$ cat config.mk
export PLATFORM = sky130hd
export DESIGN_NAME = seg7_display_ctrl
export DESIGN_NICKNAME = d
export VERILOG_FILES = /design/src/rtl/seg7_pkg.sv /design/src/rtl/seg7_display_ctrl_hex_to_seg7.sv /design/src/rtl/seg7_display_ctrl.sv
export SDC_FILE = /design/constraint.sdc
export NUM_CORES = 1
export LEC_CHECK = 0
export ABC_CLOCK_PERIOD_IN_PS = 5500
export CAP_MARGIN = 40
export CORE_MARGIN = 4
export CORE_UTILIZATION = 60
export CTS_BUF_LIST = sky130_fd_sc_hd__clkbuf_4
export CTS_CLUSTER_SIZE = 8
export DETAILED_ROUTE_END_ITERATION = 8
export DONT_BUFFER_PORTS = 1
export GPL_TIMING_DRIVEN = 0
export MAX_ROUTING_LAYER = met4
export PLACE_DENSITY = 0.86
export SETUP_SLACK_MARGIN = 0.05
export SKIP_LAST_GASP = 1
export SYNTH_ARGS = -nofsm -noshare
export SYNTH_HDL_FRONTEND = slang
export SYNTH_SLANG_ARGS = --single-unit
$ cat constraint.sdc
create_clock -name clk -period 5.5 [get_ports clk]
set_clock_uncertainty 0.2 [all_clocks]
set_input_delay 1.1 -clock clk [delete_from_list [all_inputs] [get_ports clk]]
set_output_delay 1.1 -clock clk [all_outputs]
set_load 0.01 [all_outputs]
$ cat src/rtl/seg7_pkg.sv
// seg7_pkg: shared constants for the 8-digit common-anode 7-segment display controller.
//   SEG_OFF / AN_OFF  : all-dark segment and anode patterns (active-low outputs)
//   SEG_TABLE         : hex digit to {g,f,e,d,c,b,a} active-low segment patterns
//   REFRESH_CNT_DEF   : default clk cycles per digit slot (1 kHz slot rate at 100 MHz)
package seg7_pkg;

    localparam logic [6:0] SEG_OFF = 7'h7F;
    localparam logic [7:0] AN_OFF  = 8'hFF;

    localparam int REFRESH_CNT_DEF = 100000;

    // Element 0 is the rightmost entry, so SEG_TABLE[n] is the pattern for digit value n.
    localparam logic [15:0][6:0] SEG_TABLE = {
        7'h0E, 7'h06, 7'h21, 7'h46, 7'h03, 7'h08, 7'h10, 7'h00,
        7'h78, 7'h02, 7'h12, 7'h19, 7'h30, 7'h24, 7'h79, 7'h40
    };

endpackage

$ cat src/rtl/seg7_display_ctrl_hex_to_seg7.sv
// hex_to_seg7: combinational 4-bit hex digit to active-low 7-segment decoder.
//   nib_i : hex digit value
//   seg_o : segments {g,f,e,d,c,b,a}, active-low
module hex_to_seg7
    import seg7_pkg::*;
(
    input  logic [3:0] nib_i,
    output logic [6:0] seg_o
);

    assign seg_o = SEG_TABLE[nib_i];

endmodule

$ cat src/rtl/seg7_display_ctrl.sv
// seg7_display_ctrl: latches a 32-bit value and scans it onto an 8-digit multiplexed 7-segment display.
//   clk      : system clock, all state on rising edge
//   rst      : synchronous active-high reset (all digits dark, scan restarts at digit 0)
//   ld       : one-cycle load strobe for d_in
//   d_in     : value to show, nibble i on digit i (digit 0 rightmost)
//   digit_en : live per-digit enable, 0 forces that digit dark
//   blank_lz : live leading-zero suppression enable
//   an       : registered active-low anode selects
//   hex_out  : registered active-low segments {g,f,e,d,c,b,a}
module seg7_display_ctrl
    import seg7_pkg::*;
#(
    parameter int REFRESH_CNT = REFRESH_CNT_DEF,
    parameter int CNT_W       = 17
) (
    input  logic        clk,
    input  logic        rst,
    input  logic        ld,
    input  logic [31:0] d_in,
    input  logic [7:0]  digit_en,
    input  logic        blank_lz,
    output logic [7:0]  an,
    output logic [6:0]  hex_out
);

    logic [CNT_W-1:0] presc_q, presc_d;
    logic [2:0]       idx_q, idx_d;
    logic [31:0]      disp_q, disp_d;
    logic [7:0]       an_q, an_d;
    logic [6:0]       hex_q, hex_d;
    logic             tick;
    logic [3:0]       nib;
    logic [6:0]       seg;
    logic [7:0]       upper_zero;
    logic [7:0]       lz_blank;
    logic             dark;

    assign tick = presc_q == CNT_W'(REFRESH_CNT - 1);

    // upper_zero[i] is set when nibbles i..7 of the held value are all zero.
    assign upper_zero[7] = disp_q[31:28] == 4'h0;
    for (genvar g = 0; g < 7; g++) begin : g_uz
        assign upper_zero[g] = upper_zero[g+1] & (disp_q[4*g +: 4] == 4'h0);
    end

    // Digit 0 is never blanked so a zero value still shows a single "0".
    assign lz_blank = blank_lz ? {upper_zero[7:1], 1'b0} : 8'h00;

    assign nib = disp_q[{idx_q, 2'b00} +: 4];

    hex_to_seg7 u_dec (
        .nib_i (nib),
        .seg_o (seg)
    );

    always_comb begin
        presc_d = tick ? '0 : presc_q + CNT_W'(1);
        idx_d   = tick ? idx_q + 3'd1 : idx_q;
        disp_d  = ld ? d_in : disp_q;
        dark    = ~digit_en[idx_q] | lz_blank[idx_q];
        an_d    = dark ? AN_OFF : ~(8'b1 << idx_q);
        hex_d   = dark ? SEG_OFF : seg;
    end

    always_ff @(posedge clk) begin
        if (rst) begin
            presc_q <= '0;
            idx_q   <= '0;
            disp_q  <= '0;
            an_q    <= AN_OFF;
            hex_q   <= SEG_OFF;
        end else begin
            presc_q <= presc_d;
            idx_q   <= idx_d;
            disp_q  <= disp_d;
            an_q    <= an_d;
            hex_q   <= hex_d;
        end
    end

    assign an      = an_q;
    assign hex_out = hex_q;

endmodule

==> results.py <==
metrics = {
    "drt": {
        "wl_um": 6450,
        "firstDrtPassIters": 4,
        "drt-initial-drc-count": 93,
        "ant_nets": 0,
        "drc": 0,
        "wire_per_inst_um": 16.6,
        "viasPerCell": 5.79,
        "vias": 2248,
    },
    "sta": {
        "final_max_slew_viol_count": 0,
        "period_needed_ns": 2.66,
        "slew_headroom": 0.514,
        "hold_viol_final": 0,
        "fin_crit_sh": 0.484,
        "fmax_mhz": 376,
        "setup_viol": 0,
        "rsz0062_at_grt": "false",
        "finalSetupTns_ns": 0,
        "worst_pin_slew_ns": 0.722,
        "holdWs_ns": 0.267,
    },
    "placed_design": {
        "place.gp.congestion": 0.877,
        "dpl.hpwl_um": 4900,
        "dp_cells": 370,
        "io_buffers": 0,
    },
    "final_layout": {
        "syn2layout_area_growth_pct": 6.68,
        "regArea_um2": 1340,
        "fill_cells": 397,
        "final_cell_mix": "dfxtp_1 (67), nor2_1 (56), mux2i_1 (40)",
        "multi_input_area_um2": 1630,
        "layout-drive-gt1-share": 0.0978,
        "fin_cells": 388,
        "nets": 371,
        "layout_commonest_cell": "dfxtp_1",
    },
    "yosys": {
        "syn_nets": 360,
        "ys.flop_type": "dfxtp_1",
        "syn_inst": 303,
        "netlist_area_um2": 3110,
        "synth.top_cell.area_share": 0.431,
        "async_flop_share": 0,
        "synth_area_leader_cell": "dfxtp_1",
        "synth_area_leaders": "dfxtp_1 (43%), mux2i_1 (13%), nor2_1 (6.8%), ha_1 (5.2%), mux4_1 (4.2%)",
        "ys_seq_area_frac": 0.431,
        "synth_edf_count": 0,
        "ys_types": 40,
        "yosys_warnings": 0,
        "syn_area_per_cell_um2": 10.3,
        "synth-seq-cells": 67,
    },
    "clock_network": {
        "cts_buffers": 9,
        "cts_hold_buf": 0,
        "cts-root-buf": "clkbuf_4",
        "cts_max_path_buffers": 2,
        "cts_sinks": 67,
        "clk_pin_slew_ns": 0.10,
        "cts_setup_buffers": 0,
        "cts.htree.levels": 3,
        "clkLatencyLatePin_ns": 0.41,
        "post_cts_resize_count": 0,
        "cts_tree": "built",
    },
    "floorplan": {
        "start_util": 0.637,
        "dieArea_um2": 6400,
        "pin_count": 59,
        "fp.dieW_um": 80.0,
        "core.rowCount": 25,
        "core-area_um2": 4880,
        "die-height_um": 80.0,
    },
    "global_route": {
        "grt_pass1_wl_um": 10600,
        "track_usage": 0.225,
        "antenna_found_initial": 4,
        "first_global_vias": 2202,
        "overflow": 0,
        "grt_max_degree": 11,
    },
    "critical_path": {
        "endpoint_kind": "flip-flop",
        "cp.required_ns": 5.63,
        "path_class": "flip-flop to flip-flop",
        "cp.arrival_ns": 2.79,
        "critPathLaunchType": "flip-flop",
        "critPathMaxFanout": 10,
    },
    "power_and_ir_drop": {
        "p_leak_nw": 1.32,
        "powerDensity_nw_per_um2": 270,
        "ir_drop_v": 0.000202,
    },
    "job": {
        "cap_violations": 0,
    },
    "run_status": {
        "status": "finished clean",
    },
    "worst_hold_path": {
        "min_path_type": "flip-flop to flip-flop",
    },
}
power by group:
group | switching [W] | total (W) | leakage, nW | internal [W]
Combinational | 0.0000427 | 0.0000807 | 0.704 | 0.0000380
Clock | 0.000163 | 0.000292 | 0.0642 | 0.000129
Sequential | 0.0000170 | 0.000522 | 0.549 | 0.000505
Total | 0.000223 | 0.000895 | 1.32 | 0.000671
path summary, 6_finish.rpt:
check	startpoint	to	slack (ns)	cells after the start
worst max register to register	idx_q[0]	hex_out[3]	2.84	7
worst min-delay path	presc_q[0]	presc_q[0]	0.27	1
worst max-delay path	idx_q[0]	hex_out[3]	2.84	7
worst min register to register	presc_q[0]	presc_q[0]	0.27	1
through the flow:
stage | setup slack (ns) | utilization | area [µm²] | total power (W)
after floorplan | 3.12 | - | 3110 | 0.000594
after global placement | 2.90 | 0.654 | 3190 | 0.000608
after detailed placement | 2.87 | 0.654 | 3190 | 0.000613
after CTS | 2.83 | 0.678 | 3310 | 0.000898
final | 2.84 | 0.680 | 3320 | 0.000895
after global routing | 2.72 | 0.680 | 3320 | 0.000937
cell families after synthesis:
logic type | share of synthesized area
xor gates and xnor gates | 0.0479
DFF | 0.431
and+or+nand+nor | 0.159
muxes | 0.221
buffers and inverters | 0.0435
adders and majority gates | 0.0523
AOI/OAI and AO/OA | 0.0451
registers in the layout (all words and copies together) (netlist names):
signal   count
an           8
disp_q      32
hex_out      7
idx_q        3
presc_q     17
Yosys cell counts (3+ instances only):
library cell / instances
dfxtp_1: 67
nor2_1: 56
mux2i_1: 40
ha_1: 13
nand2_1: 13
nand3_1: 12
inv_1: 10
xnor2_1: 10
nor4_1: 8
xor2_1: 7
clkbuf_1: 5
mux4_1: 5
buf_4: 4
mux4_2: 4
o21ai_0: 4
a21oi_1: 3
buf_1: 3
nand4_1: 3
nor3_1: 3
o221ai_1: 3
final cells by class:
cell class | instances | area share
Antenna cell | 4 | 0.00302
Buffer | 17 | 0.0294
Clock buffer | 9 | 0.0204
Clock inverter | 5 | 0.0140
Inverter | 10 | 0.0113
Multi-Input combinational cell | 209 | 0.492
Sequential cell | 67 | 0.404
Tap cell | 67 | 0.0253
worst max-delay path, stage by stage (launching register included):
cell     delay (ns)
dfxtp_1        0.55
buf_6          0.21
mux4_2         0.51
mux2_4         0.32
inv_1          0.13
ha_1           0.26
o211a_1        0.24
o21ai_0        0.15
metal layers:
| metal | routed length (µm) | global-route usage | vias to the layer above |
|---|---|---|---|
| met5 | 0 | - | - |
| met4 | 159 | 0.0946 | 0 |
| met3 | 628 | 0.0959 | 15 |
| met2 | 2740 | 0.309 | 96 |
| met1 | 2920 | 0.289 | 1050 |
| li1 | - | - | 1087 |
Note: power is estimated with default switching activity, not from simulation.
